`src/rtl/i2cmb_wb_seq.sv`:
```
// Purpose: sequences one I2C byte transfer (set bus, start, address, data, stop) through an IICMB core over Wishbone.
// Latency: per request, about 13 Wishbone accesses plus the core's irq delays; a stuck core gives up after TIMEOUT_CYCLES.
// Backpressure: req_ready_o is high only in IDLE, so requests stall while one is in flight; responses are a one-cycle strobe that cannot be stalled.
module i2cmb_wb_seq #(
  parameter int WB_ADDR_WIDTH  = 2,
  parameter int WB_DATA_WIDTH  = 8,
  parameter int TIMEOUT_CYCLES = 65535
) (
  input  logic                     clk_i,
  input  logic                     rst_i,
  input  logic                     req_valid_i,
  output logic                     req_ready_o,
  input  logic [3:0]               req_bus_i,
  input  logic [6:0]               req_addr_i,
  input  logic                     req_rw_i,
  input  logic [7:0]               req_data_i,
  output logic                     rsp_valid_o,
  output logic [7:0]               rsp_data_o,
  output logic [2:0]               rsp_status_o,
  output logic                     cyc_o,
  output logic                     stb_o,
  output logic                     we_o,
  output logic [WB_ADDR_WIDTH-1:0] adr_o,
  output logic [WB_DATA_WIDTH-1:0] dat_o,
  input  logic [WB_DATA_WIDTH-1:0] dat_i,
  input  logic                     ack_i,
  input  logic                     irq_i
);

  // Controller states
  localparam logic [2:0] S_INIT        = 3'd0;
  localparam logic [2:0] S_IDLE        = 3'd1;
  localparam logic [2:0] S_WB_XFER     = 3'd2;
  localparam logic [2:0] S_WAIT_IRQ    = 3'd3;
  localparam logic [2:0] S_READ_STATUS = 3'd4;
  localparam logic [2:0] S_DECODE      = 3'd5;
  localparam logic [2:0] S_RESP        = 3'd6;

  // Which register access WB_XFER performs
  localparam logic [2:0] OP_DPR_W   = 3'd0;
  localparam logic [2:0] OP_CMD_W   = 3'd1;
  localparam logic [2:0] OP_DPR_R   = 3'd2;
  localparam logic [2:0] OP_CSR_OFF = 3'd3;
  localparam logic [2:0] OP_CSR_ON  = 3'd4;

  // Request steps
  localparam logic [2:0] ST_BUS   = 3'd0;
  localparam logic [2:0] ST_START = 3'd1;
  localparam logic [2:0] ST_ADDR  = 3'd2;
  localparam logic [2:0] ST_DATA  = 3'd3;
  localparam logic [2:0] ST_RDDPR = 3'd4;
  localparam logic [2:0] ST_STOP  = 3'd5;

  // Response codes
  localparam logic [2:0] RS_OK  = 3'd0;
  localparam logic [2:0] RS_NAK = 3'd1;
  localparam logic [2:0] RS_AL  = 3'd2;
  localparam logic [2:0] RS_ERR = 3'd3;
  localparam logic [2:0] RS_TMO = 3'd4;

  localparam int TW = (TIMEOUT_CYCLES < 2) ? 1 : $clog2(TIMEOUT_CYCLES);

  // Steps that load DPR before their command start with a DPR write; the read-back step is a DPR read.
  function automatic logic [2:0] first_op(input logic [2:0] s, input logic rw);
    if (s == ST_BUS || s == ST_ADDR || (s == ST_DATA && !rw)) return OP_DPR_W;
    else if (s == ST_RDDPR) return OP_DPR_R;
    else return OP_CMD_W;
  endfunction

  logic [2:0]               state_q, state_d;
  logic [2:0]               op_q, op_d;
  logic [2:0]               step_q, step_d;
  logic [3:0]               bus_q, bus_d;
  logic [6:0]               addr_q, addr_d;
  logic                     rw_q, rw_d;
  logic [7:0]               wdata_q, wdata_d;
  logic [7:0]               rd_data_q, rd_data_d;
  logic [2:0]               stat_q, stat_d;
  logic [3:0]               cmdr_q, cmdr_d;     // DON, NAK, AL, ERR
  logic [TW-1:0]            tmo_q, tmo_d;
  logic                     cyc_q, cyc_d;
  logic                     we_q, we_d;
  logic [WB_ADDR_WIDTH-1:0] adr_q, adr_d;
  logic [WB_DATA_WIDTH-1:0] dat_q, dat_d;
  logic                     rsp_valid_q, rsp_valid_d;
  logic [7:0]               rsp_data_q, rsp_data_d;
  logic [2:0]               rsp_status_q, rsp_status_d;

  logic                     acc_we;
  logic [1:0]               acc_adr;
  logic [7:0]               acc_dat;
  logic [2:0]               cmd_code;
  logic [2:0]               nstep;
  logic                     wb_done;

  // Decode the access that the current state/op/step should put on the bus
  always_comb begin
    acc_we  = 1'b1;
    acc_adr = 2'd0;
    acc_dat = 8'h00;
    case (step_q)
      ST_BUS:   cmd_code = 3'b110;
      ST_START: cmd_code = 3'b100;
      ST_ADDR:  cmd_code = 3'b001;
      ST_DATA:  cmd_code = rw_q ? 3'b011 : 3'b001;
      default:  cmd_code = 3'b101;
    endcase
    if (state_q == S_INIT) begin
      acc_dat = 8'hC0;
    end else if (state_q == S_READ_STATUS) begin
      acc_we  = 1'b0;
      acc_adr = 2'd2;
    end else begin
      case (op_q)
        OP_DPR_W: begin
          acc_adr = 2'd1;
          if (step_q == ST_BUS)       acc_dat = {4'h0, bus_q};
          else if (step_q == ST_ADDR) acc_dat = {addr_q, rw_q};
          else                        acc_dat = wdata_q;
        end
        OP_CMD_W: begin
          acc_adr = 2'd2;
          acc_dat = {5'b00000, cmd_code};
        end
        OP_DPR_R: begin
          acc_we  = 1'b0;
          acc_adr = 2'd1;
        end
        OP_CSR_OFF: acc_dat = 8'h00;
        default:    acc_dat = 8'hC0;
      endcase
    end
  end

  // Main sequencer: launch/complete Wishbone accesses and walk the request steps
  always_comb begin
    state_d      = state_q;
    op_d         = op_q;
    step_d       = step_q;
    bus_d        = bus_q;
    addr_d       = addr_q;
    rw_d         = rw_q;
    wdata_d      = wdata_q;
    rd_data_d    = rd_data_q;
    stat_d       = stat_q;
    cmdr_d       = cmdr_q;
    tmo_d        = tmo_q;
    cyc_d        = cyc_q;
    we_d         = we_q;
    adr_d        = adr_q;
    dat_d        = dat_q;
    rsp_valid_d  = 1'b0;
    rsp_data_d   = rsp_data_q;
    rsp_status_d = rsp_status_q;
    nstep        = step_q + 3'd1;
    wb_done      = cyc_q & ack_i;

    // Bus-owning states: raise the access when idle, drop it for a cycle once acked
    if (state_q == S_INIT || state_q == S_WB_XFER || state_q == S_READ_STATUS) begin
      if (!cyc_q) begin
        cyc_d = 1'b1;
        we_d  = acc_we;
        adr_d = WB_ADDR_WIDTH'(acc_adr);
        dat_d = WB_DATA_WIDTH'(acc_dat);
      end else if (ack_i) begin
        cyc_d = 1'b0;
      end
    end

    case (state_q)
      S_INIT: begin
        if (wb_done) state_d = S_IDLE;
      end
      S_IDLE: begin
        if (req_valid_i) begin
          bus_d     = req_bus_i;
          addr_d    = req_addr_i;
          rw_d      = req_rw_i;
          wdata_d   = req_data_i;
          step_d    = ST_BUS;
          op_d      = OP_DPR_W;
          stat_d    = RS_OK;
          rd_data_d = 8'h00;
          state_d   = S_WB_XFER;
        end
      end
      S_WB_XFER: begin
        if (wb_done) begin
          case (op_q)
            OP_DPR_W: op_d = OP_CMD_W;
            OP_CMD_W: begin
              tmo_d   = '0;
              state_d = S_WAIT_IRQ;
            end
            OP_DPR_R: begin
              rd_data_d = dat_i[7:0];
              step_d    = ST_STOP;
              op_d      = OP_CMD_W;
            end
            OP_CSR_OFF: op_d = OP_CSR_ON;
            default:    state_d = S_RESP;
          endcase
        end
      end
      S_WAIT_IRQ: begin
        if (irq_i) begin
          state_d = S_READ_STATUS;
        end else if (tmo_q == TW'(TIMEOUT_CYCLES - 1)) begin
          // Core is stuck: bounce its enable to reset it, then report
          stat_d    = RS_TMO;
          rd_data_d = 8'h00;
          op_d      = OP_CSR_OFF;
          state_d   = S_WB_XFER;
        end else begin
          tmo_d = tmo_q + TW'(1);
        end
      end
      S_READ_STATUS: begin
        if (wb_done) begin
          cmdr_d  = dat_i[7:4];
          state_d = S_DECODE;
        end
      end
      S_DECODE: begin
        if (cmdr_q[1]) begin
          stat_d  = RS_AL;
          state_d = S_RESP;
        end else if (cmdr_q[0]) begin
          stat_d  = RS_ERR;
          state_d = S_RESP;
        end else if (cmdr_q[2] && (step_q == ST_ADDR || step_q == ST_DATA)) begin
          // Slave refused a byte: still release the bus with STOP
          stat_d    = RS_NAK;
          rd_data_d = 8'h00;
          step_d    = ST_STOP;
          op_d      = OP_CMD_W;
          state_d   = S_WB_XFER;
        end else if (cmdr_q[3] || cmdr_q[2]) begin
          if (step_q == ST_STOP) begin
            state_d = S_RESP;
          end else begin
            if (step_q == ST_DATA && !rw_q) nstep = ST_STOP;
            step_d  = nstep;
            op_d    = first_op(nstep, rw_q);
            state_d = S_WB_XFER;
          end
        end else begin
          // irq without any status bit: treat as a core error
          stat_d  = RS_ERR;
          state_d = S_RESP;
        end
      end
      S_RESP: begin
        rsp_valid_d  = 1'b1;
        rsp_data_d   = rd_data_q;
        rsp_status_d = stat_q;
        state_d      = S_IDLE;
      end
      default: state_d = S_INIT;
    endcase
  end

  // State registers; reset drops the bus cycle immediately and restarts at INIT
  always_ff @(posedge clk_i or negedge rst_i) begin
    if (!rst_i) begin
      state_q      <= S_INIT;
      op_q         <= OP_DPR_W;
      step_q       <= ST_BUS;
      bus_q        <= '0;
      addr_q       <= '0;
      rw_q         <= 1'b0;
      wdata_q      <= '0;
      rd_data_q    <= '0;
      stat_q       <= RS_OK;
      cmdr_q       <= '0;
      tmo_q        <= '0;
      cyc_q        <= 1'b0;
      we_q         <= 1'b0;
      adr_q        <= '0;
      dat_q        <= '0;
      rsp_valid_q  <= 1'b0;
      rsp_data_q   <= '0;
      rsp_status_q <= '0;
    end else begin
      state_q      <= state_d;
      op_q         <= op_d;
      step_q       <= step_d;
      bus_q        <= bus_d;
      addr_q       <= addr_d;
      rw_q         <= rw_d;
      wdata_q      <= wdata_d;
      rd_data_q    <= rd_data_d;
      stat_q       <= stat_d;
      cmdr_q       <= cmdr_d;
      tmo_q        <= tmo_d;
      cyc_q        <= cyc_d;
      we_q         <= we_d;
      adr_q        <= adr_d;
      dat_q        <= dat_d;
      rsp_valid_q  <= rsp_valid_d;
      rsp_data_q   <= rsp_data_d;
      rsp_status_q <= rsp_status_d;
    end
  end

  assign req_ready_o  = (state_q == S_IDLE);
  assign cyc_o        = cyc_q;
  assign stb_o        = cyc_q;
  assign we_o         = we_q;
  assign adr_o        = adr_q;
  assign dat_o        = dat_q;
  assign rsp_valid_o  = rsp_valid_q;
  assign rsp_data_o   = rsp_data_q;
  assign rsp_status_o = rsp_status_q;

endmodule

```
`config.mk`:
```
export PLATFORM = sky130hd
export DESIGN_NAME = i2cmb_wb_seq
export DESIGN_NICKNAME = d
export VERILOG_FILES = /design/src/rtl/i2cmb_wb_seq.sv
export SDC_FILE = /design/constraint.sdc
export NUM_CORES = 1
export LEC_CHECK = 0
export CAP_MARGIN = 20
export CORE_MARGIN = 8
export CORE_UTILIZATION = 30
export DETAILED_ROUTE_END_ITERATION = 7
export MAX_ROUTING_LAYER = met4
export PLACE_DENSITY = 0.5
export SLEW_MARGIN = 15
export SYNTH_ARGS = -nofsm -noshare
export SYNTH_HDL_FRONTEND = slang
export SYNTH_SLANG_ARGS = --single-unit
```
`constraint.sdc`:
```
create_clock -name clk_i -period 2 [get_ports clk_i]
set_input_delay 0.5 -clock clk_i [delete_from_list [all_inputs] [get_ports clk_i]]
set_output_delay 0.5 -clock clk_i [all_outputs]
set_load 0.05 [all_outputs]
```
# == Word-level counts from Yosys, hierarchy flattened ==
# Cells that the tools add are included.
# op_classes
n_addsub,2
eq_ne,35
muxes,78
n_bitwise,2
n_reduce_logical,30
# ops
cell,count
two-way mux 3 bit,40
two-way mux 8 bit,12
two-way mux 16 bit,4
case mux 16 bit (2 select lines),1
case mux 8 bit (4 select lines),1
"equality test 3 x 2 -> 1 bit, second input constant",8
case mux 3 bit (4 select lines),2
case mux 8 bit (3 select lines),1
"!= test 2 bit, second input constant",11
case mux 3 bit (7 select lines),1
case mux 3 bit (3 select lines),2
"adder 16 x 1 -> 16 bit, second input constant",1
"equality test 16 bit, second input constant",1
"equality test 3 bit, second input constant",5
logical NOT 3 bit,4
case mux 3 bit (2 select lines),2
two-way mux 2 bit,5
AND reduction 10 bit,1
AND reduction 5 bit,2
"equality test 3 x 1 -> 1 bit, second input constant",3
"!= test 3 bit, second input constant",3
AND reduction 9 bit,1
AND reduction 8 bit,1
logical OR 1 bit,6
17 further kinds,29
# totals
register_bits,84
in_bits,33
out_inout_bits,26
wordCells,165

# == Longest topological paths before layout ==
# Gate-level depths: netlist of run 1.
# logic_depth
ltp_word,19
mapped_depth,9
ltp_nobuf,8

# == Worst setup path after synthesis of run 1 ==
# No wires, ideal clock.
# synth_timing
kind,register to register
startpoint,register state_q[1]
endpoint,register addr_q[5]
setup_time_ns,0.125
arrival_ns,2.266
t_required_ns,1.875
setup_slack_ns,-0.391
path_stages_with_launch,9
path_buffers,3
synth_period_minus_slack_ns,2.391
cell_sequence,dfrtp_1 -> buf_6 -> inv_2 -> nand2_1 -> nor2_1 -> and2_1 -> buf_2 -> buf_2 -> mux2_2
# synth_between
elab_chain_len,2
# synth_lines
element,line,rtl
start: declaration,70,"logic [2:0] state_q, state_d;"
start signal: assignment,285,state_q <= state_d;
equality test 3 x 1 -> 1 bit,n/a,
net req_ready_o,12,"output logic req_ready_o,"
AND reduction 2 bit (no source line),n/a,
end signal: assignment,289,addr_q <= addr_d;
end: declaration,74,"logic [6:0] addr_q, addr_d;"
# The timed path passes the listed nets, and every way through them passes these cells.
# A chain may end at the register's enable or synchronous reset.

# == Worst setup path after layout of run 1 ==
# layout_timing
startpoint,register state_q[1]
endpoint,output req_ready_o
# layout_between
elab_chain_len,1
# layout_lines
element,line,rtl
equality test 3 x 1 -> 1 bit,306,assign req_ready_o = (state_q == S_IDLE);
end: declaration,12,
# No other way between the ends.

==> metrics.txt, run 1 <==
initial antenna violation count=0; #FFs+latches synth=84; Synth Cell Area=4210 sq um; drt wl/cell=14.93 um; clk buf depth=2; reg2reg end=op_q[2]$_DFFE_PN0P_; Die W=134.5 um; PnR Total Power=8557 uW; Net count, final=563; row count=43; Max transition margin=69.56%; share of layout cells above drive strength 1=26.00%; clock-pin slew on the worst setup and hold paths=0.06 ns; max incr delay on CP=0.51 ns; Synth Net Count=464; FFs w/ async S/R, synth=100.0%; core area=13770 sq um; CP Data Required Time=1.50 ns; worst r2r src=step_q[0]$_DFFE_PN0P_; Worst Skew=0.008952 ns; R2R cell count=8; Crit. End Element=output pin; hpwl dp=7943 um; GP Congestion=0.8500; Initial Util=30.57%; Critical Path Slowest Stage Cell=dfrtp_1; register area share after synthesis=49.93%; diode count=0; setup_tns=0 ns; Final Hold Fails=0; critical path class=flip-flop to output pin; gr ovfl total=0; CP arrival=1.45 ns; WP buf/inv=3; clock sinks=84; input/output buffers=58; final routed DRC violation total=0; I/O Pins=59; first-pass GRT wire length=17680 um; hold-fix buffers at CTS=0; actual slew at the worst max-slew pin=0.4553 ns; TritonCTS buffer count=9; Yosys warnings=0; vias in the first global route=3530; FF-to-FF setup slack=0.05 ns; Max Slew Vio Count=0; pwr dens=1538 nW/um^2; Non-Filler Instances=707; height of the die=134.5 um; unrepaired setup endpoints after global routing=true; total number of H-tree levels=3; Top FF cell, synth=dfrtp_1; critical-path cell list=inv_2 -> buf_4 -> nand2_1 -> nor2_4 -> buf_12; Hold Crit Class=primary input to asynchronous set/reset pin; die area=18080 sq um; maximum VDD drop=0.5229 mV; post-route minimum period=1.953 ns; initial drt markers=173; Area Growth Syn to Fin=32.12%; Clock Root Buffer=clkbuf_16; Crit path max-delay family=flip-flops; CP max FO=8; maxcap violations=0; Placed Cells incl. Taps=687; Post-synth EDFFs=0; TritonCTS clock tree=yes; post-route ant nets=0; total track usage=12.39%; syn avg cell area=9.930 sq um; drt first pass iters=4; Max Clk Rate=511.9 MHz; hold_ws=0.06311 ns; CP Launch Type=flip-flop; Syn Inst Count=424; largest net degree at the start of global routing=38; post-route clock period utilization=97.67%; # setup viols final=0; clk_lat worst skew=0.33 ns; Avg Vias per Cell=4.785; Distinct cells, synth=62; final wirelength=10560 um; Leak=0.002550 uW; outcome=completed; DR vias=3383
## power by group
| part | leakage, uW | internal [uW] | switching, uW | total, uW |
|---|---|---|---|---|
| combinational | 0.00134 | 1770 | 2450 | 4220 |
| sequential | 0.00108 | 2330 | 464 | 2800 |
| clock | 0.000131 | 867 | 670 | 1540 |
## worst register-to-register path, cell delays in order (launching register included)
cell	delay, ns
dfrtp_1	0.41
ha_1	0.21
ha_1	0.22
a21oi_1	0.27
buf_4	0.16
nor2_1	0.04
o22ai_1	0.17
nor2_2	0.08
mux2_2	0.28
## kinds of logic after synthesis
group | share of synthesized area [%]
AND/OR/NAND/NOR | 18.28
adder cells (fa/ha/maj) | 2.080
buffers and inverters | 5.200
multiplexers | 9.005
flip-flops | 49.93
XOR/XNOR | 2.288
AO/OA/AOI/OAI | 13.22
## synth_stat cells, drive strengths merged (2+ instances only)
library cell,count,area (sq um)
dfrtp,84,2102
nand2,57,214.0
o21ai,39,198.9
nor2,32,120.1
inv,27,101.3
mux2,23,259.0
a21oi,21,105.1
mux2i,12,120.1
nand3,11,55.05
clkbuf,10,37.54
buf,9,71.31
nor3,9,45.04
ha,7,87.58
xor2,7,61.31
or3,6,38.79
nand4,5,37.53
nor2b,5,31.28
o22ai,5,37.53
nor3b,4,41.29
o31ai,4,30.03
o41ai,4,35.03
xnor2,4,35.03
and2,3,18.77
nand3b,3,26.27
a21o,2,15.01
a31oi,2,12.51
and4,2,18.77
nand2b,2,12.51
nor4b,2,32.53
o221ai,2,17.52
or2,2,12.52
## worst max-delay path by stage
stage,start,end,slack (ns),cells after the start
6_report,state_q[1]$_DFFE_PN0P_,req_ready_o,0.05,5
4_1_cts,step_q[0]$_DFFE_PN0P_,step_q[1]$_DFFE_PN0P_,0.007,8
3_3_place_gp,irq_i,rd_data_q[6]$_DFFE_PN0P_,-0.23,8
5_1_grt,step_q[1]$_DFFE_PN0P_,op_q[2]$_DFFE_PN0P_,-0.04,8
3_5_place_dp,irq_i,op_q[2]$_DFFE_PN0P_,-0.26,7
2_1_floorplan,step_q[2]$_DFFE_PN0P_,op_q[0]$_DFFE_PN0P_,0.004,8
## flip-flops by register name, indices dropped and copies added (netlist names), 2 cells and up
name	count
addr_q	7
adr_o	2
bus_q	4
cmdr_q	4
dat_o	8
op_q	3
rd_data_q	8
rsp_data_o	8
rsp_status_o	3
stat_q	3
state_q	3
step_q	3
tmo_q	16
wdata_q	8
## repair_timing
action / CTS / global route
pin swaps: 0 / 2
gates resized for setup: 1 / 13
setup buffers: 0 / 5
endpoints found under the setup margin: 1 / 25
## layout by cell type (no fill, tap or decap), drive strengths merged, types with 6 or more instances in the layout
cell type	count
clkdlybuf4s50	31
inv	27
o21ai	39
mux2	23
dfrtp	84
mux2i	12
xor2	7
clkbuf	11
nand3	11
buf	77
nand2	57
a21oi	21
or3	6
nor3	9
ha	7
nor2	32
## metrics by stage
step,cell area (sq um),utilization (%),setup slack [ns]
after floorplan,4218,-,0.004341
after global placement,5214,37.85,-0.2274
after detailed placement,5214,37.85,-0.2579
after CTS,5487,39.83,0.007264
after global routing,5563,40.39,-0.04058
final,5563,40.39,0.04655
## layout make-up
class                           count  area, sq um
Inverter                           27        101.3
Sequential cell                    84         2105
Clock buffer                       11        242.7
Timing Repair Buffer              108        929.6
Clock inverter                      4        26.28
Tap cell                          180        225.2
Fill cell                        1417         8210
Multi-Input combinational cell    293         1933
## layer usage
metal | vias up | GRT usage [%] | wire, um
li1 | 1678 | - | -
met1 | 1616 | 15.47 | 4957
met2 | 77 | 19.31 | 5027
met3 | 12 | 2.415 | 392
met4 | 0 | 5.178 | 180
met5 | - | - | 0
(Power assumes the default switching activity.)
==> run 2: changes to the inputs <==
- SLEW_MARGIN: 15 -> default
==> results of run 2 <==
Same layout as run 1: the final DEF is identical, and so are final timing and power.
==> run 3: changes to the inputs <==
- CORE_UTILIZATION: 30 -> 49
- PLACE_DENSITY: 0.5 -> 0.75
- SKIP_LAST_GASP: default -> 1
==> run 3 against run 2 <==
Global-route usage grew 5.4 points. Clock skew grew 0.0010 ns. Wire length decreased by 6.2%. Setup slack got worse by 0.057 ns. Non-clock buffer count decreased by 9. Critical endpoint is now op_q[0]$_DFFE_PN0P_. The flow now finishes with violations (setup timing). Register-to-register slack worse by 0.06 ns.
==> metrics.txt, run 3 (synthesis results as in run 1) <==
outcome=finished, violations left; failing checks=setup timing; actual slew at the worst max-slew pin=0.4956 ns (+0.04022 ns); Placed Cells incl. Taps=608 (-11%); grt peak-use layer=met2; CP max FO=5 (-3); setup_tns=-0.01048 ns (-0.01048 ns); input/output buffers=58 (unchanged); final wirelength=9906 um (-6.2%); I/O Pins=59 (unchanged); core area=8508 sq um (-38%); Critical Path Slowest Stage Cell=dfrtp_1; post-route minimum period=2.010 ns (+0.05703 ns); # setup viols final=1 (+1); die area=11810 sq um (-35%); register share of total power=34.0% (+1.3 points); commonest non-fill, non-tap cells in the layout=83 x dfrtp_1, 62 x buf_4, 57 x nand2_1; Leak=0.002489 uW (-2.4%); critical path class=flip-flop to flip-flop; GRT met2 Usage=27.51% (+8.2 points); diode count=0 (unchanged); post-route clock period utilization=100.5% (+2.9 points); total number of H-tree levels=3 (unchanged); Max transition margin=67.09% (-2.5 points); share of layout cells above drive strength 1=23.89% (-2.1 points); total track usage=17.79% (+5.4 points); hpwl dp=7276 um (-8.4%); R2R cell count=8 (unchanged); Max Slew Vio Count=0 (unchanged); drt wl/cell=15.80 um (+5.8%); max incr delay on CP=0.44 ns (-0.07 ns); Final Hold Fails=0 (unchanged); unrepaired setup endpoints after global routing=true; worst r2r src=step_q[0]$_DFFE_PN0P_; met3 Use GR=4.374% (+2.0 points); final worst slack=-0.01048 ns (-0.05703 ns); reg2reg end=op_q[0]$_DFFE_PN0P_; Crit path max-delay family=compound AO/OA/AOI/OAI gates; Area Growth Syn to Fin=27.07%; commonest non-fill, non-tap cell in the layout=dfrtp_1; TritonCTS clock tree=yes; vias in the first global route=3474 (-1.6%); final routed DRC violation total=0 (unchanged); pwr dens=1534 nW/um^2 (-0.27%); Hold Crit Class=primary input to asynchronous set/reset pin; CP Launch Type=flip-flop; Die W=108.7 um (-19%); Largest Register=tmo_q; switching power=3533 uW (-1.5%); DR vias=3374 (-0.27%); Net count, final=554 (-1.6%); Crit. End Element=flip-flop; final core utilization=62.88% (+22 points); met1 GRT Util=22.58% (+7.1 points); height of the die=108.7 um (-19%); Non-Filler Instances=627 (-11%); drt first pass iters=7 (+3); clk buf depth=2 (unchanged); FF-to-FF setup slack=-0.01 ns (-0.06 ns); first-pass GRT wire length=16390 um (-7.3%); initial drt markers=174 (+0.58%); maxcap violations=0 (unchanged); GP Congestion=0.9087 (+6.9%); clk_lat worst skew=0.36 ns (+0.03 ns); power share of the combinational group=49.9% (+0.6 points); Max Clk Rate=497.4 MHz (-2.8%); critical-path cell list=inv_2 -> ha_1 -> nor2b_2 -> o21ai_4 -> a21boi_4 -> o211a_1 -> o22ai_1 -> mux2_2; gr ovfl total=0 (unchanged); largest net degree at the start of global routing=43 (+13%); P_int=4674 uW (-5.9%); clock network fraction of total power=16.1% (-1.9 points); WP buf/inv=1 (-2); Initial Util=49.49% (+19 points); maximum VDD drop=0.6709 mV (+28%); clock-pin slew on the worst setup and hold paths=0.09 ns (+0.03 ns); post-route ant nets=0 (unchanged); TritonCTS buffer count=9 (unchanged); Avg Vias per Cell=5.381 (+12%); initial antenna violation count=0 (unchanged); Clock Root Buffer=clkbuf_8; CP Data Required Time=2.24 ns (+0.74 ns); Sw Ratio=43.05% (+1.1 points); CP arrival=2.26 ns (+0.81 ns); row count=34 (-21%); Worst Skew=0.009974 ns (+0.001022 ns); clock sinks=84 (unchanged); max FFs per register=16 (unchanged)
## run 3: power groups by stage
stage               Clock [uW]  Combinational (uW)  Sequential, uW
floorplan                    0                2110            3400
global placement             0                3910            2780
detailed placement           0                4010            2810
CTS                       1340                4020            2790
global route              1410                4440            2880
finish                    1320                4090            2790
## run 3: worst max path at each step
stage / startpoint / slack, ns / end / cells after the start
after global placement: irq_i / -0.24 / rd_data_q[6]$_DFFE_PN0P_ / 7
final: step_q[0]$_DFFE_PN0P_ / -0.01 / op_q[0]$_DFFE_PN0P_ / 8
after floorplan: step_q[2]$_DFFE_PN0P_ / 0.004 / op_q[0]$_DFFE_PN0P_ / 8
after global routing: step_q[0]$_DFFE_PN0P_ / -0.06 / op_q[0]$_DFFE_PN0P_ / 8
after CTS: step_q[0]$_DFFE_PN0P_ / -0.03 / op_q[0]$_DFFE_PN0P_ / 8
after detailed placement: irq_i / -0.29 / rd_data_q[1]$_DFFE_PN0P_ / 7
## run 3: layer usage
layer,up-vias,share of wire (%)
met4,0,1.3
met3,8,5.7
met2,73,47
met1,1641,46
li1,1652,-
met5,-,0
## run 3: through the flow
stage | area, sq um | worst slack (ns) | total power, uW | hold WS (ns)
after floorplan | 4218 | 0.004341 | 5513 | 0.2044
after global placement | 5079 | -0.2410 | 6686 | 0.4575
after detailed placement | 5079 | -0.2873 | 6812 | 0.4585
after CTS | 5301 | -0.02690 | 8152 | 0.09023
after global routing | 5350 | -0.05632 | 8730 | 0.1103
final | 5350 | -0.01048 | 8208 | 0.08214
## run 3: area by class of cell
type,instances,area (sq um)
fillers,687,3158
flip-flops and latches,84,2103
multi-input cells,293,1932
repair buffers,99,862.1
well taps,108,135.1
clock buffers,10,127.6
inverters,27,101.3
clock inverters,6,88.84
## run 3: timing repair
item	CTS	global route
hold buffers	0	0
setup endpoints to repair	9	20
buffers inserted	0	3
pin swaps	0	2
gates resized for setup	6	9
==> edit 1, RTL diff (flow settings as in run 1) <==
Register the input `irq_i` before use, cleared by the reset. The logic sees it one clock later. The other inputs are not delayed to match.
--- a/src/rtl/i2cmb_wb_seq.sv
+++ b/src/rtl/i2cmb_wb_seq.sv
@@ -60,6 +60,16 @@
 
   localparam int TW = (TIMEOUT_CYCLES < 2) ? 1 : $clog2(TIMEOUT_CYCLES);
 
+  logic irq_q;
+
+  always_ff @(posedge clk_i or negedge rst_i) begin
+    if (!rst_i) begin
+      irq_q <= '0;
+    end else begin
+      irq_q <= irq_i;
+    end
+  end
+
   // Steps that load DPR before their command start with a DPR write; the read-back step is a DPR read.
   function automatic logic [2:0] first_op(input logic [2:0] s, input logic rw);
     if (s == ST_BUS || s == ST_ADDR || (s == ST_DATA && !rw)) return OP_DPR_W;
@@ -203,7 +213,7 @@
         end
       end
       S_WAIT_IRQ: begin
-        if (irq_i) begin
+        if (irq_q) begin
           state_d = S_READ_STATUS;
         end else if (tmo_q == TW'(TIMEOUT_CYCLES - 1)) begin
           // Core is stuck: bounce its enable to reset it, then report
Behaviour: not the same (a bounded check fails within 10 cycles, from zero or initial values and one cycle with rst_i low).
==> edit 1 against run 1 <==
Routed wire length is 5.8% higher; sequential cell count increased by 1; largest power group unchanged; design area up 3.8%; total power is 7.0% higher; cell count is 2.1% higher; highest routed layer unchanged; critical endpoint is now op_q[2]; worst setup slack better by 0.080 ns; synthesized area rose by 3.6%.
==> edit 1: results (changes against run 1) <==
[outcome]
status=finished, final reports clean

[synthesis]
synth.distinct_cells=63  ; +1.6%
synth_area_leaders=dfrtp_1 49%, mux2_2 7.0%, nand2_1 4.7%
ys_top_cells_by_count=85 x dfrtp_1, 55 x nand2_1, 33 x o21ai_0
synth_warnings=0  ; unchanged
syn_inst=436  ; +2.8%
synth_nets=476  ; +2.6%
seq_area_frac_synth_pct=48.8  ; -1.1 points
async_reset_ff_share_pct=100  ; unchanged

[pwr]
ir_worst_vdd_v=0.000885  ; +69%
p_leak_nw=2.57  ; +0.92%

[setup_path]
worst_path_max_delay_cell=dfrtp_2
cp_max_fo=10  ; +2
cpPeakStageDelay_ns=0.47  ; -0.04 ns
arrival_ns=2.10  ; +0.65 ns

[routing]
drt_iter0_drc=193  ; +12%
avgViaCountPerCell=4.97  ; +3.8%
dr_total_vias=3586  ; +6.0%
postRouteWirelength_um=11200  ; +5.8%

[grt]
grt_usage_pct=13.1  ; +0.72 points
antenna_found_initial=0  ; unchanged
grt_pass1_wl_um=18900  ; +7.0%
grt_start_max_net_pins=86  ; +130%
first_global_vias=3780  ; +7.1%

[layout]
top_register=tmo_q
fillCellCount=1442  ; +1.8%
antenna_cells=0  ; unchanged
drive_gt1_share_pct=26.6  ; +0.58 points
nNetsFinal=573  ; +1.8%
largest_reg_flops=16  ; unchanged

[placement]
dp_cells=700  ; +1.9%
portBuffers=58  ; unchanged
dp_hpwl_um=8150  ; +2.6%
placed_area_sq_mm=0.00540  ; +3.5%
gp_congestion=0.833  ; -2.0%

[timing]
finalClockSkew_ns=0.0131  ; +0.00410 ns
relSlewSlack_pct=67.1  ; -2.5 points

[hold_path]
hold_class=input port to asynchronous set/reset pin

[clock_tree]
clk_pin_slew_ns=0.07
worstSkewPairLatency_ns=0.35  ; +0.02 ns
cts_buffers=9  ; unchanged
clockBufferDepth=2  ; unchanged
ctsRootBufferMaster=clkbuf_16

==> edit 1: cell count changes in the layout (fill, tap and decap cells not counted), moves of 4 or more <==
cell	delta
inv_1	-7
o221ai_1	+5
xnor2_1	-4
xor2_1	-7
or3_1	-4
o21ai_0	-4
nor3_1	+4
nand3_1	+4
nor2_1	-9
mux2i_1	+8
mux2_2	+4
==> edit 1: cells by family (layout without fill, tap and decap cells) <==
family | Yosys count | in the layout | share of synthesized area [%]
compound gates | 100 | 100 | 15.1
buf+inv | 44 | 146 | 4.22
simple gates | 153 | 153 | 18.3
flops | 85 | 85 | 48.8
fa+ha+maj | 7 | 7 | 2.01
mux | 47 | 47 | 11.6
==> edit 1: cell type report <==
| cell class | instances | area share (%) |
|---|---|---|
| Timing Repair Buffer | 109 | 16.4 |
| Multi-Input combinational cell | 307 | 36.4 |
| Tap cell | 184 | 3.99 |
| Clock inverter | 5 | 0.737 |
| Inverter | 21 | 1.37 |
| Clock buffer | 11 | 4.21 |
| Sequential cell | 85 | 36.9 |
==> edit 1: through the flow <==
step	utilization, %	setup TNS [ns]	setup slack (ns)	hold WS (ns)
after floorplan	-	0	0.0438	0.204
after global routing	40.2	-0.000940	-0.000940	0.200
final	40.2	0	0.127	0.154
after global placement	37.6	-0.885	-0.133	0.461
after CTS	39.6	0	0.0178	0.202
after detailed placement	37.6	-1.58	-0.161	0.464
==> edit 1: where the power goes <==
part	switching, mW	total, mW	internal [mW]
combinational	2.62	4.60	1.98
clock	0.723	1.61	0.889
sequential	0.521	2.95	2.43
==> edit 1: worst max-delay path: cells and delay by family, from the launching register on <==
kind            cells  cell delay (ns)
simple gates        2             0.48
flops               1             0.47
mux                 1             0.34
compound gates      1             0.29
buf+inv             1             0.16
==> edit 1: path summary, 6_finish.rpt <==
check                      depth (start not counted)               to  slack [ns]  startpoint
max                                                5          op_q[2]        0.13  state_q[0]
max reg2reg                                        5          op_q[2]        0.13  state_q[0]
max in group asynchronous                          2       state_q[0]        1.41       rst_i
min in group clk_i                                 2  rsp_status_o[0]        0.48   stat_q[0]
min                                                2         tmo_q[9]        0.15       rst_i
min reg2reg                                        2  rsp_status_o[0]        0.48   stat_q[0]
==> edit 1: what timing repair did <==
item,CTS,global route
cloned,0,0
setup buffers,0,6
setup endpoints to repair,3,26
gates resized for setup,1,11
==> edit 1: per-layer routing <==
metal | vias up | GRT usage (%) | routed length (um)
li1 | 1773 | - | -
met1 | 1739 | 16.4 | 5330
met2 | 61 | 20.1 | 5280
met3 | 13 | 3.34 | 404
met4 | 0 | 4.76 | 155
met5 | - | - | 0
==> edit 2, RTL diff (config.mk and constraints of run 1) <==
Made on the original files. `WB_DATA_WIDTH`: 8 -> 12.
--- a/src/rtl/i2cmb_wb_seq.sv
+++ b/src/rtl/i2cmb_wb_seq.sv
@@ -3,7 +3,7 @@
 // Backpressure: req_ready_o is high only in IDLE, so requests stall while one is in flight; responses are a one-cycle strobe that cannot be stalled.
 module i2cmb_wb_seq #(
   parameter int WB_ADDR_WIDTH  = 2,
-  parameter int WB_DATA_WIDTH  = 8,
+  parameter int WB_DATA_WIDTH  = 12,
   parameter int TIMEOUT_CYCLES = 65535
 ) (
   input  logic                     clk_i,
Interface: changed (resized dat_i and dat_o); port bits go from 59 to 67. No check against the original RTL was run, so the function may have changed too.
==> edit 2 against run 1 <==
Die area is 0.69% higher; largest power group unchanged; sequential cell count unchanged; critical path type is now register to register; design area up 2.1%; routed wire length is 0.83% lower; synthesized area rose by 0.77%; critical endpoint is now op_q[1]; clock skew decreased by 0.0019 ns; total power increased by 4.2%; clock power is 16% higher; first-iteration DRC count increased by 58%; worst setup slack worse by 0.010 ns; global-route usage up 0.20 points.
==> edit 2: results (changes against run 1) <==
[grt]
grt_usage_pct=12.6  ; +0.20 points
grt_pass1_wl_um=17800  ; +0.43%
first_global_vias=3487  ; -1.2%
antenna_found_initial=0  ; unchanged
grt_start_max_net_pins=53  ; +39%

[layout]
nNetsFinal=546  ; -3.0%
drive_gt1_share_pct=29.4  ; +3.5 points
antenna_cells=0  ; unchanged
top_register=tmo_q
largest_reg_flops=16  ; unchanged
fillCellCount=1361  ; -4.0%

[routing]
postRouteWirelength_um=10500  ; -0.83%
drt_iter0_drc=274  ; +58%
avgViaCountPerCell=4.85  ; +1.3%
dr.pass1.iters=4  ; unchanged

[pwr]
p_leak_nw=2.46  ; -3.5%
ir_worst_vdd_v=0.000877  ; +68%
power.internal_mw=5.37  ; +8.0%

[setup_path]
rrSetupSlack_ns=0.04
reg2reg_depth=7  ; -1
arrival_ns=2.19  ; +0.74 ns
rr_startpoint=step_q[0]
crit_path_end=op_q[1]
cp_max_fo=5  ; -3
setup.worst_path.class=register to register

[clock_tree]
clockBufferDepth=2  ; unchanged
clk_pin_slew_ns=0.06  ; about the same
worstSkewPairLatency_ns=0.35  ; +0.02 ns
cts_buffers=9  ; unchanged
ctsRootBufferMaster=clkbuf_16

[timing]
final.setup.worst_slack_ns=0.0363  ; -0.0103 ns
finalClockSkew_ns=0.00706  ; -0.00189 ns

[synthesis]
synth_warnings=0  ; unchanged
ys_top_cells_by_count=84 x dfrtp_1, 45 x nand2_1, 34 x mux2_2
yosysTopAreaCellShare_pct=49.5  ; -0.38 points
synth.distinct_cells=56  ; -9.7%
async_reset_ff_share_pct=100  ; unchanged
synth_area_leaders=dfrtp_1 50%, mux2_2 9.0%, nand2_1 4.0%
seq_area_frac_synth_pct=49.5  ; -0.38 points

[hold_path]
hold_class=register to register

[placement]
gp_congestion=0.768  ; -9.7%
portBuffers=58  ; unchanged
pre_cts_slack_ns=-0.290  ; -0.0316 ns
dp_hpwl_um=7700  ; -3.1%

[outcome]
status=finished, final reports clean

==> edit 2: changes by cell type after synthesis, sizes merged, moves of 7 or more <==
cell	change
o21ai	-11
buf	+8
mux2	+11
nand2	-12
xnor2	+7
inv	-7
==> edit 2: cells by family (layout without fill, tap and decap cells) <==
logic type,count (synthesis),after routing,synth area share [%]
AOI/OAI and AO/OA,67,67,9.70
xor gates and xnor gates,12,12,2.48
adders and majority gates,7,7,2.06
buffers and inverters,45,138,4.78
DFF,84,84,49.5
muxes,48,48,12.3
other,1,4,0.0884
and+or+nand+nor,146,146,19.0
==> edit 2: metal layers <==
layer  GRT usage (%)  up-vias  part of all wire (%)
li1                -     1610                     -
met1            15.8     1639                    47
met2            18.9       66                    47
met3            4.16       11                   5.3
met4            3.74        0                   1.1
met5               -        -                     0
==> edit 2: worst min path at each step <==
stage / start / to / slack (ns) / cells after the start
finish: rsp_data_o[7] / rsp_data_o[7] / 0.49 / 2
global route: rst_i / wdata_q[0] / 0.51 / 2
CTS: rsp_data_o[7] / rsp_data_o[7] / 0.49 / 2
detailed placement: rst_i / wdata_q[0] / 0.33 / 1
global placement: rst_i / wdata_q[0] / 0.33 / 1
floorplan: rst_i / addr_q[0] / 0.20 / 0
==> edit 2: power by group through the flow <==
stage	Combinational, mW	Clock (mW)	Sequential [mW]
detailed placement	4.13	0	2.86
global route	4.69	1.92	2.95
global placement	4.09	0	2.83
finish	4.29	1.79	2.84
floorplan	2.06	0	3.46
CTS	4.24	1.84	2.84
==> edit 2: final cells by class <==
cell class	count	area, sq um	share of cell area [%]
clock buffers	11	243	4.27
clock inverters	4	73.8	1.30
inverters	20	75.1	1.32
multi-input cells	284	2050	36.1
flip-flops and latches	84	2100	37.0
well taps	180	225	3.96
repair buffers	103	907	16.0
==> edit 2: timing repair <==
item                                    in CTS  in global routing
hold endpoints to repair                     5                  0
buffers inserted                             1                  1
hold buffers                                 1                  0
pin swaps                                    2                  4
endpoints found under the setup margin      13                 25
gates resized for setup                      6                 16
==> edit 2: per-stage QoR <==
stage / setup TNS, ns / cells / area (sq um) / hold slack [ns]
finish: 0 / 686 / 5680 / 0.485
global route: -0.0834 / 686 / 5680 / 0.506
CTS: 0 / 685 / 5600 / 0.493
detailed placement: -5.13 / 668 / 5230 / 0.330
global placement: -4.69 / 668 / 5230 / 0.330
floorplan: 0 / 413 / 4270 / 0.204
==> edit 2: worst max-delay path: stages (launching register included) <==
cell and delay [ns]:
dfrtp_1 0.41, buf_4 0.14, buf_4 0.14, ha_1 0.25, a31oi_4 0.17, o22ai_1 0.15, nor3_4 0.22, mux2_2 0.36
